`src/rtl/exec_unit.sv`:
```
// Decode/execute stage of the 8-bit CPU: one instruction per valid/ready handshake,
// A/B registers with Z/C flags, data-memory port and jump redirects back to fetch.
module exec_unit #(
  parameter int          RD_LAT = 1,
  parameter logic [7:0]  A_RST  = 8'h00
) (
  input  logic       clk,
  input  logic       rst_n,
  input  logic       inst_valid,
  input  logic [7:0] inst,
  output logic       inst_ready,
  output logic       pc_load,
  output logic [7:0] pc_target,
  output logic [7:0] mem_addr,
  output logic [7:0] mem_wdata,
  output logic       mem_we,
  input  logic [7:0] mem_rdata,
  output logic [7:0] a_out,
  output logic [1:0] flags,
  output logic       halted
);

  // Handshake: an instruction transfers on a rising edge where inst_valid and
  // inst_ready are both high; inst_ready is high only in IDLE and out of reset.
  typedef enum logic [1:0] {S_IDLE, S_EXEC, S_MEMRD, S_HALT} state_t;

  localparam logic [3:0] OP_NOP = 4'h0, OP_LDI = 4'h1, OP_LDA = 4'h2, OP_STA = 4'h3,
                         OP_MOV = 4'h4, OP_ADD = 4'h5, OP_SUB = 4'h6, OP_AND = 4'h7,
                         OP_OR  = 4'h8, OP_XOR = 4'h9, OP_JMP = 4'hA, OP_JZ  = 4'hB,
                         OP_JC  = 4'hC, OP_SHL = 4'hD, OP_LDH = 4'hE, OP_HLT = 4'hF;

  localparam logic [1:0] CNT_LAST = 2'(RD_LAT - 1);

  state_t     state_q, state_d;
  logic [7:0] a_q, a_d;
  logic [7:0] b_q, b_d;
  logic       z_q, z_d;
  logic       c_q, c_d;
  logic [7:0] ir_q, ir_d;
  logic [1:0] cnt_q, cnt_d;
  logic       a_wr;
  logic [8:0] wide;

  logic [3:0] op;
  logic [3:0] imm;
  assign op  = ir_q[7:4];
  assign imm = ir_q[3:0];

  always_comb begin
    state_d    = state_q;
    a_d        = a_q;
    b_d        = b_q;
    z_d        = z_q;
    c_d        = c_q;
    ir_d       = ir_q;
    cnt_d      = cnt_q;
    a_wr       = 1'b0;
    wide       = 9'h000;
    inst_ready = 1'b0;
    pc_load    = 1'b0;
    mem_addr   = 8'h00;
    mem_wdata  = 8'h00;
    mem_we     = 1'b0;
    halted     = 1'b0;

    case (state_q)
      S_IDLE: begin
        inst_ready = rst_n;
        if (inst_valid) begin
          ir_d    = inst;
          state_d = S_EXEC;
        end
      end
      S_EXEC: begin
        state_d = S_IDLE;
        case (op)
          OP_NOP: ;
          OP_LDI: begin a_d = {4'h0, imm}; a_wr = 1'b1; end
          OP_LDA: begin
            mem_addr = b_q;
            cnt_d    = 2'd0;
            state_d  = S_MEMRD;
          end
          OP_STA: begin
            mem_addr  = b_q;
            mem_wdata = a_q;
            mem_we    = 1'b1;
          end
          OP_MOV: b_d = a_q;
          OP_ADD: begin
            wide = {1'b0, a_q} + {1'b0, b_q};
            {c_d, a_d} = wide;
            a_wr = 1'b1;
          end
          OP_SUB: begin
            // Bit 8 of the 9-bit difference is the borrow.
            wide = {1'b0, a_q} - {1'b0, b_q};
            {c_d, a_d} = wide;
            a_wr = 1'b1;
          end
          OP_AND: begin a_d = a_q & b_q; a_wr = 1'b1; end
          OP_OR:  begin a_d = a_q | b_q; a_wr = 1'b1; end
          OP_XOR: begin a_d = a_q ^ b_q; a_wr = 1'b1; end
          OP_JMP: pc_load = 1'b1;
          OP_JZ:  pc_load = z_q;
          OP_JC:  pc_load = c_q;
          OP_SHL: begin
            c_d  = a_q[7];
            a_d  = {a_q[6:0], 1'b0};
            a_wr = 1'b1;
          end
          OP_LDH: begin a_d = {imm, a_q[3:0]}; a_wr = 1'b1; end
          OP_HLT: state_d = S_HALT;
          default: ;
        endcase
      end
      S_MEMRD: begin
        mem_addr = b_q;
        if (cnt_q == CNT_LAST) begin
          a_d     = mem_rdata;
          a_wr    = 1'b1;
          state_d = S_IDLE;
        end else begin
          cnt_d = cnt_q + 2'd1;
        end
      end
      S_HALT: halted = 1'b1;
      default: state_d = S_IDLE;
    endcase

    if (a_wr) z_d = (a_d == 8'h00);
  end

  always_ff @(posedge clk or negedge rst_n) begin
    if (!rst_n) begin
      state_q <= S_IDLE;
      a_q     <= A_RST;
      b_q     <= 8'h00;
      z_q     <= 1'b0;
      c_q     <= 1'b0;
      ir_q    <= 8'h00;
      cnt_q   <= 2'd0;
    end else begin
      state_q <= state_d;
      a_q     <= a_d;
      b_q     <= b_d;
      z_q     <= z_d;
      c_q     <= c_d;
      ir_q    <= ir_d;
      cnt_q   <= cnt_d;
    end
  end

  assign pc_target = b_q;
  assign a_out     = a_q;
  assign flags     = {z_q, c_q};

endmodule

```
`config.mk`:
```
export PLATFORM = sky130hd
export DESIGN_NAME = exec_unit
export DESIGN_NICKNAME = d
export VERILOG_FILES = /design/src/rtl/exec_unit.sv
export SDC_FILE = /design/constraint.sdc
export NUM_CORES = 1
export LEC_CHECK = 0
export CAP_MARGIN = 15
export CORE_MARGIN = 5
export CORE_UTILIZATION = 40
export DETAILED_ROUTE_END_ITERATION = 10
export GPL_TIMING_DRIVEN = 0
export PLACE_DENSITY = 0.71
export SYNTH_ARGS = -nofsm -noshare
export SYNTH_HDL_FRONTEND = slang
export SYNTH_SLANG_ARGS = --single-unit
```
`constraint.sdc`:
```
create_clock -name clk -period 3.1 [get_ports clk]
set_input_delay 0.62 -clock clk [delete_from_list [all_inputs] [get_ports clk]]
set_output_delay 0.62 -clock clk [all_outputs]
set_load 0.02 [all_outputs]
```
==> run summary, run 1 <==
Finished Core Util: 0.511
Top FF cell, synth: dfrtp_1
First-pass GRT wire length: 17800 µm
Startpoint types: flop
CTS Sinks: 30
Fin crit share: 0.958
Via count: 3480
Endpoints failing setup: 0
P_leak: 1.90 nW
Number of flops mapped to enable cells by yosys: 0
Worst-path cell chain: clkbuf_4 -> buf_4 -> buf_6 -> clkbuf_4 -> nor4_4 -> buf_4 -> and2_1 -> dlygate4sd2_1
Largest net degree at the start of global routing: 32
CP top delay family: buffers and inverters
Fmax: 337 MHz
Wirelength, routed: 11300 µm
Avg Cell Area, Syn: 8.08 µm²
Worst skew pair latency: 0.29 ns
Maximum VDD drop: 0.000437 V
Vias in the first global route: 3329
ANT nets after route: 0
Post-place setup slack: -0.616 ns
GP Congestion: 1.03
Initial antenna violation count: 0
CP max FO: 10
Port Buffers: 56
Worst setup EP type: primary output
Dpl hpwl: 8670 µm
Pre-antenna DRT Iters: 5
Post-layout nets: 528
Synth cell count leaders: o21ai_0 (38), nand2_1 (37), inv_1 (33)
Num CTS Buffers: 5
Ys async rst share: 1.00
CTS clk-pin slew, worst paths: 0.08 ns
# diodes: 0
Hold Buf Count CTS: 0
Vias per inst: 5.97
Post-synthesis net count: 465
Slowest CP cell: dfrtp_1
All-Layer GR Usage: 0.223
Post-layout min period: 2.97 ns
Avg WL per Cell: 19.4 µm
Most used standard cell by instance count after synthesis: o21ai_0
Core region area: 8180 µm²
CTS root buf: clkbuf_8
Worst path arrival time: 2.35 ns
Total gr overflow: 0
Netlist cell types: 70
Max Clock Skew: 0.00640 ns
Ys Warns: 0
Cell area after synthesis: 3340 µm²
Status: completed
Hold Crit Class: primary input to async pin
Yosys top cell area share: 0.225
Worst setup margin: 0.129 ns
Layout cells sized above 1: 0.144
Worst-Margin Slew: 0.768 ns
Max-cap viol count: 0
Unrepaired setup endpoints after global routing: no
H-Tree Depth: 2
Critical path's largest stage delay: 0.41 ns
Power per standard cell area: 1100 nW/µm²
Synth top area cells: dfrtp_1 (22%), ha_1 (11%), o21ai_0 (5.7%), nand2_1 (4.2%), a21oi_1 (4.0%)
Post-synthesis sequential area ratio: 0.225
Die X: 101 µm
Synth area leader: dfrtp_1
# IOs: 57
Initial Util: 0.409
Final Max Tran Viols: 0
Vert. Die Dim: 101 µm
CTS tree: done
Die area: 10300 µm²
# rows: 33
Critical path class: flop to primary output
Buf/Inv on CP: 6
DRT iter0 DRCs: 272
Worst EP required: 2.48 ns
Hold Fails Final Rpt: 0
Deepest clock path buffer count: 2
Seq cells post-synth: 30
Slew HR: 0.488
DRC Markers: 0
Area Growth Syn to Fin: 25.0%
Mapped Cells: 414
## cell type report
type / count / area, µm²
clock inverter: 2 / 12.5
tap: 105 / 131
multi-input combinational: 320 / 2300
sequential: 30 / 752
timing repair buffer: 60 / 556
inverter: 34 / 128
buffer: 26 / 213
fill: 799 / 4000
clock buffer: 6 / 82.6
## final timing paths
kind,startpoint,cells past startpoint,slack [ns],to
min,rst_n,1,0.39,pc_target[6]
min reg2reg,z_q,2,0.55,z_q
max reg2reg,a_out[0],11,0.25,z_q
min in group clk,z_q,2,0.55,z_q
max,ir_q[6],8,0.13,mem_wdata[1]
max in group asynchronous,rst_n,1,2.16,a_out[1]
## cell families (layout without fill, tap and decap cells)
group,after synthesis,in the layout,share of synthesized area
AND/OR/NAND/NOR,142,142,0.232
buffers and inverters,64,128,0.103
XOR/XNOR,4,4,0.0105
AO/OA/AOI/OAI,125,125,0.252
adder cells (fa/ha/maj),32,32,0.124
multiplexers,17,17,0.0543
flip-flops,30,30,0.225
## layer usage
metal	track usage	share of wire	vias to the layer above
li1	-	-	1605
met1	0.294	0.43	1704
met2	0.361	0.47	142
met3	0.0427	0.061	29
met4	0.0859	0.038	0
met5	0	0	-
## stage by stage
stage          cell area [µm²]  cells  setup TNS, ns  hold slack [ns]  power (W)
6_report                  4180    583              0            0.392    0.00459
5_1_grt                   4180    583              0            0.470    0.00493
4_1_cts                   4170    582              0            0.430    0.00452
3_5_place_dp              4050    577          -6.83            0.535    0.00409
3_3_place_gp              4040    575         -20.55            0.517    0.00402
2_1_floorplan             3340    414              0            0.324    0.00306
## placed cells by master, fill, tap and decap left out, types with 5 or more instances in the layout
| cell type | n |
|---|---|
| o21ai_0 | 38 |
| nand2_1 | 37 |
| clkdlybuf4s50_1 | 37 |
| inv_1 | 32 |
| dfrtp_1 | 29 |
| ha_1 | 28 |
| a21oi_1 | 27 |
| nor2_1 | 20 |
| and2_1 | 19 |
| nand3_1 | 12 |
| dlygate4sd2_1 | 12 |
| buf_6 | 10 |
| mux2_2 | 9 |
| nor2b_1 | 8 |
| nor3_1 | 8 |
| mux2i_1 | 8 |
| buf_4 | 7 |
| and3_1 | 7 |
| clkbuf_8 | 7 |
| buf_2 | 6 |
| clkbuf_2 | 5 |
## state kept, by name, summed over array words and instances (netlist names)
name,cells
cnt_q,2
a_out,8
ir_q,8
z_q,1
pc_target,8
c_q,1
state_q,2
## power by group
group	leakage (nW)	switching, W	internal [W]	total (W)
clock	0.0472	0.000183	0.000179	0.000362
combinational	1.47	0.00202	0.00144	0.00345
sequential	0.380	0.000224	0.000554	0.000778
## repair_timing
item,4_1_cts,5_1_grt
pin swaps,1,1
buffers inserted,1,1
gates resized for setup,28,15
setup endpoints to repair,19,8
No activity file was read; power rests on OpenSTA's default activity.
==> inputs of run 2 (changes only) <==
Settings changed: SLEW_MARGIN set to 10.
==> results of run 2 <==
Final layout, timing and power as in run 1 (identical DEF).
==> inputs of run 3 (changes only) <==
Settings changed: ABC_AREA set to 1, PLACE_DENSITY 0.71 to 0.63.
==> run 3 against run 2 <==
Critical path depth fell by 1. Largest cell class unchanged. Register-to-register slack improved by 0.29 ns. Critical endpoint is now mem_addr[3]. Die area fell by 10%. Combinational power fell by 9.6%. Utilization rose by 1.0 points. Via count fell by 8.2%. Final cell count rose by 5.8%.
==> run summary, run 3 <==
Vias in the first global route: 3118 (-6.3%)
Worst-Margin Slew: 0.740 ns (-0.0281 ns)
Via count: 3193 (-8.2%)
Die area: 9260 µm² (-10%)
Endpoints failing setup: 0 (unchanged)
Critical path's largest stage delay: 0.61 ns (+0.20 ns)
Top FF cell, synth: dfrtp_1
R2R setup slack: 0.54 ns (+0.29 ns)
Vert. Die Dim: 96.2 µm (-5.1%)
RR Endpoint: z_q
All-Layer GR Usage: 0.226 (+0.00304)
Synth top area cells: dfrtp_1 (25%), nand2_1 (17%), ha_1 (13%), inv_1 (7.2%), nand3_1 (6.7%)
# IOs: 57 (unchanged)
Pre-antenna DRT Iters: 5 (unchanged)
CTS tree: done
Ys Warns: 0 (unchanged)
# diodes: 0 (unchanged)
Most used standard cell by instance count after synthesis: nand2_1
Commonest non-fill, non-tap cells in the layout: nand2_1 (137), inv_1 (56), nor2_1 (52)
Synth cell count leaders: nand2_1 (137), inv_1 (57), nor2_1 (53)
Worst setup EP type: primary output
Synth area leader: dfrtp_1
Post-synthesis net count: 506 (+8.8%)
Most Used Layer, Global Route: met2
Total gr overflow: 0 (unchanged)
CTS Sinks: 30 (unchanged)
Worst Setup EP: mem_addr[3]
Slew HR: 0.507 (+0.0187)
Max Clock Skew: 0.0114 ns (+0.00498 ns)
CTS clk-pin slew, worst paths: 0.07 ns (about the same)
Post-layout nets: 570 (+8.0%)
Avg Cell Area, Syn: 6.54 µm² (-19%)
Worst setup margin: 0.121 ns (-0.00789 ns)
GP Congestion: 0.977 (-4.8%)
Status: completed
Max-cap viol count: 0 (unchanged)
Netlist cell types: 37 (-47%)
Initial Util: 0.410 (+0.00110)
Post-place setup slack: -0.405 ns (+0.211 ns)
DRT iter0 DRCs: 257 (-5.5%)
H-Tree Depth: 2 (unchanged)
Buf/Inv on CP: 3 (-3)
Core region area: 7250 µm² (-11%)
Hold Crit Class: primary input to async pin
Power per standard cell area: 1140 nW/µm² (+3.3%)
Yosys top cell area share: 0.252 (+0.0279)
Post-layout min period: 2.98 ns (+0.00789 ns)
Worst EP required: 2.48 ns (about the same)
Number of flops mapped to enable cells by yosys: 0 (unchanged)
CP max FO: 8 (-2)
Cell area after synthesis: 2970 µm² (-11%)
Worst path depth: 7 (-1)
Wirelength, routed: 9810 µm (-13%)
Deepest clock path buffer count: 2 (unchanged)
Layout cells sized above 1: 0.0695 (-0.0749)
Hold Buf Count CTS: 0 (unchanged)
Largest net degree at the start of global routing: 32 (unchanged)
Port Buffers: 56 (unchanged)
Avg WL per Cell: 15.9 µm (-18%)
Dpl hpwl: 7740 µm (-11%)
Fmax: 336 MHz (-0.26%)
FF-to-FF Start: a_out[2]
Die X: 96.2 µm (-5.1%)
P_leak: 1.85 nW (-2.7%)
CP top delay family: buffers and inverters
Critical path class: flop to primary output
# rows: 31 (-6.1%)
Worst-path cell chain: inv_1 -> ha_4 -> clkinvlp_4 -> nor3_2 -> o21ai_4 -> nor2_1 -> clkdlybuf4s50_1
Hold Fails Final Rpt: 0 (unchanged)
Initial antenna violation count: 0 (unchanged)
GR Layer Usage met1: 0.315 (+0.0213)
Met2 GRT Util: 0.365 (+0.00341)
Total negative setup slack: 0 ns (unchanged)
Ys async rst share: 1.00 (unchanged)
Cells on worst reg2reg path: 16 (+5)
CTS root buf: clkbuf_8
Commonest non-fill, non-tap cell in the layout: nand2_1
Slowest CP cell: clkdlybuf4s50_1
Post-synthesis sequential area ratio: 0.252 (+0.0279)
Worst setup startpoint: state_q[1]
Fin crit share: 0.961 (+0.00254)
Area Growth Syn to Fin: 27.2%
Worst skew pair latency: 0.29 ns (about the same)
ANT nets after route: 0 (unchanged)
Final Max Tran Viols: 0 (unchanged)
DRC Markers: 0 (unchanged)
Met3 Use GR: 0.0360 (-0.00673)
First-pass GRT wire length: 16000 µm (-10%)
Num CTS Buffers: 5 (unchanged)
Maximum VDD drop: 0.000487 V (+12%)
Worst path arrival time: 2.36 ns (about the same)
Mapped Cells: 455 (+9.9%)
Vias per inst: 5.18 (-13%)
Startpoint types: flop
Seq cells post-synth: 30 (unchanged)
[run 3: cell count changes after synthesis, moves of 5 or more]
cell      before  now
and2_1        19    1
nand3_1       12   40
and3_1         7    0
a221oi_1       2    8
o21ai_0       38   17
buf_2          7    0
nor2_1        20   53
inv_1         33   57
nor2b_1        8    0
mux2_2         9    4
buf_6         10    1
mux2i_1        8    1
nand2_1       37  137
[run 3: area by class of cell]
type | count | area (µm²)
Clock buffer | 6 | 82.6
Inverter | 60 | 229
Buffer | 8 | 45.0
Multi-Input combinational cell | 355 | 1980
Tap cell | 99 | 124
Fill cell | 764 | 3470
Timing Repair Buffer | 59 | 569
Sequential cell | 30 | 751
[run 3: metrics by stage]
step / cells / utilization / cell area (µm²) / hold slack, ns / total power [W]
6_report: 617 / 0.521 / 3780 / 0.393 / 0.00430
5_1_grt: 617 / 0.521 / 3780 / 0.449 / 0.00474
4_1_cts: 614 / 0.515 / 3740 / 0.410 / 0.00420
3_5_place_dp: 610 / 0.504 / 3650 / 0.536 / 0.00385
3_3_place_gp: 610 / 0.504 / 3660 / 0.527 / 0.00382
2_1_floorplan: 455 / - / 2970 / 0.324 / 0.00289
[run 3: cells by family after synthesis]
logic type	share of synthesized area
mux	0.0185
simple gates	0.360
fa+ha+maj	0.140
compound gates	0.130
buf+inv	0.0934
xor+xnor	0.00589
flops	0.252
[run 3: worst reg2reg max path: cells and delay by family, from the launching register on]
family | cells | cell delay (ns)
buf+inv | 2 | 0.31
compound gates | 1 | 0.17
flops | 1 | 0.53
simple gates | 12 | 1.05
fa+ha+maj | 1 | 0.46
[run 3: layer usage]
metal  vias up  routed length (µm)
met3        10                 544
met5         -                   0
met1      1489                4560
met4         0                  88
met2        93                4620
li1       1601                   -
[run 3: worst min path at each step]
stage	start	end	depth (start not counted)
after floorplan	rst_n	a_out[0]	0
after global placement	pc_target[5]	pc_target[5]	2
after detailed placement	pc_target[5]	pc_target[5]	2
after CTS	rst_n	pc_target[0]	1
after global routing	rst_n	pc_target[0]	1
final	rst_n	pc_target[0]	1
[run 3: repair_timing]
action,CTS,global route
setup endpoints to repair,8,10
gates resized for setup,11,4
setup buffers,0,3
[run 3: power by group]
group	internal, W	leakage [nW]	total, W	switching (W)
sequential	0.000569	0.372	0.000862	0.000293
clock	0.000171	0.0431	0.000318	0.000147
combinational	0.00116	1.43	0.00312	0.00196
total	0.00190	1.85	0.00430	0.00240
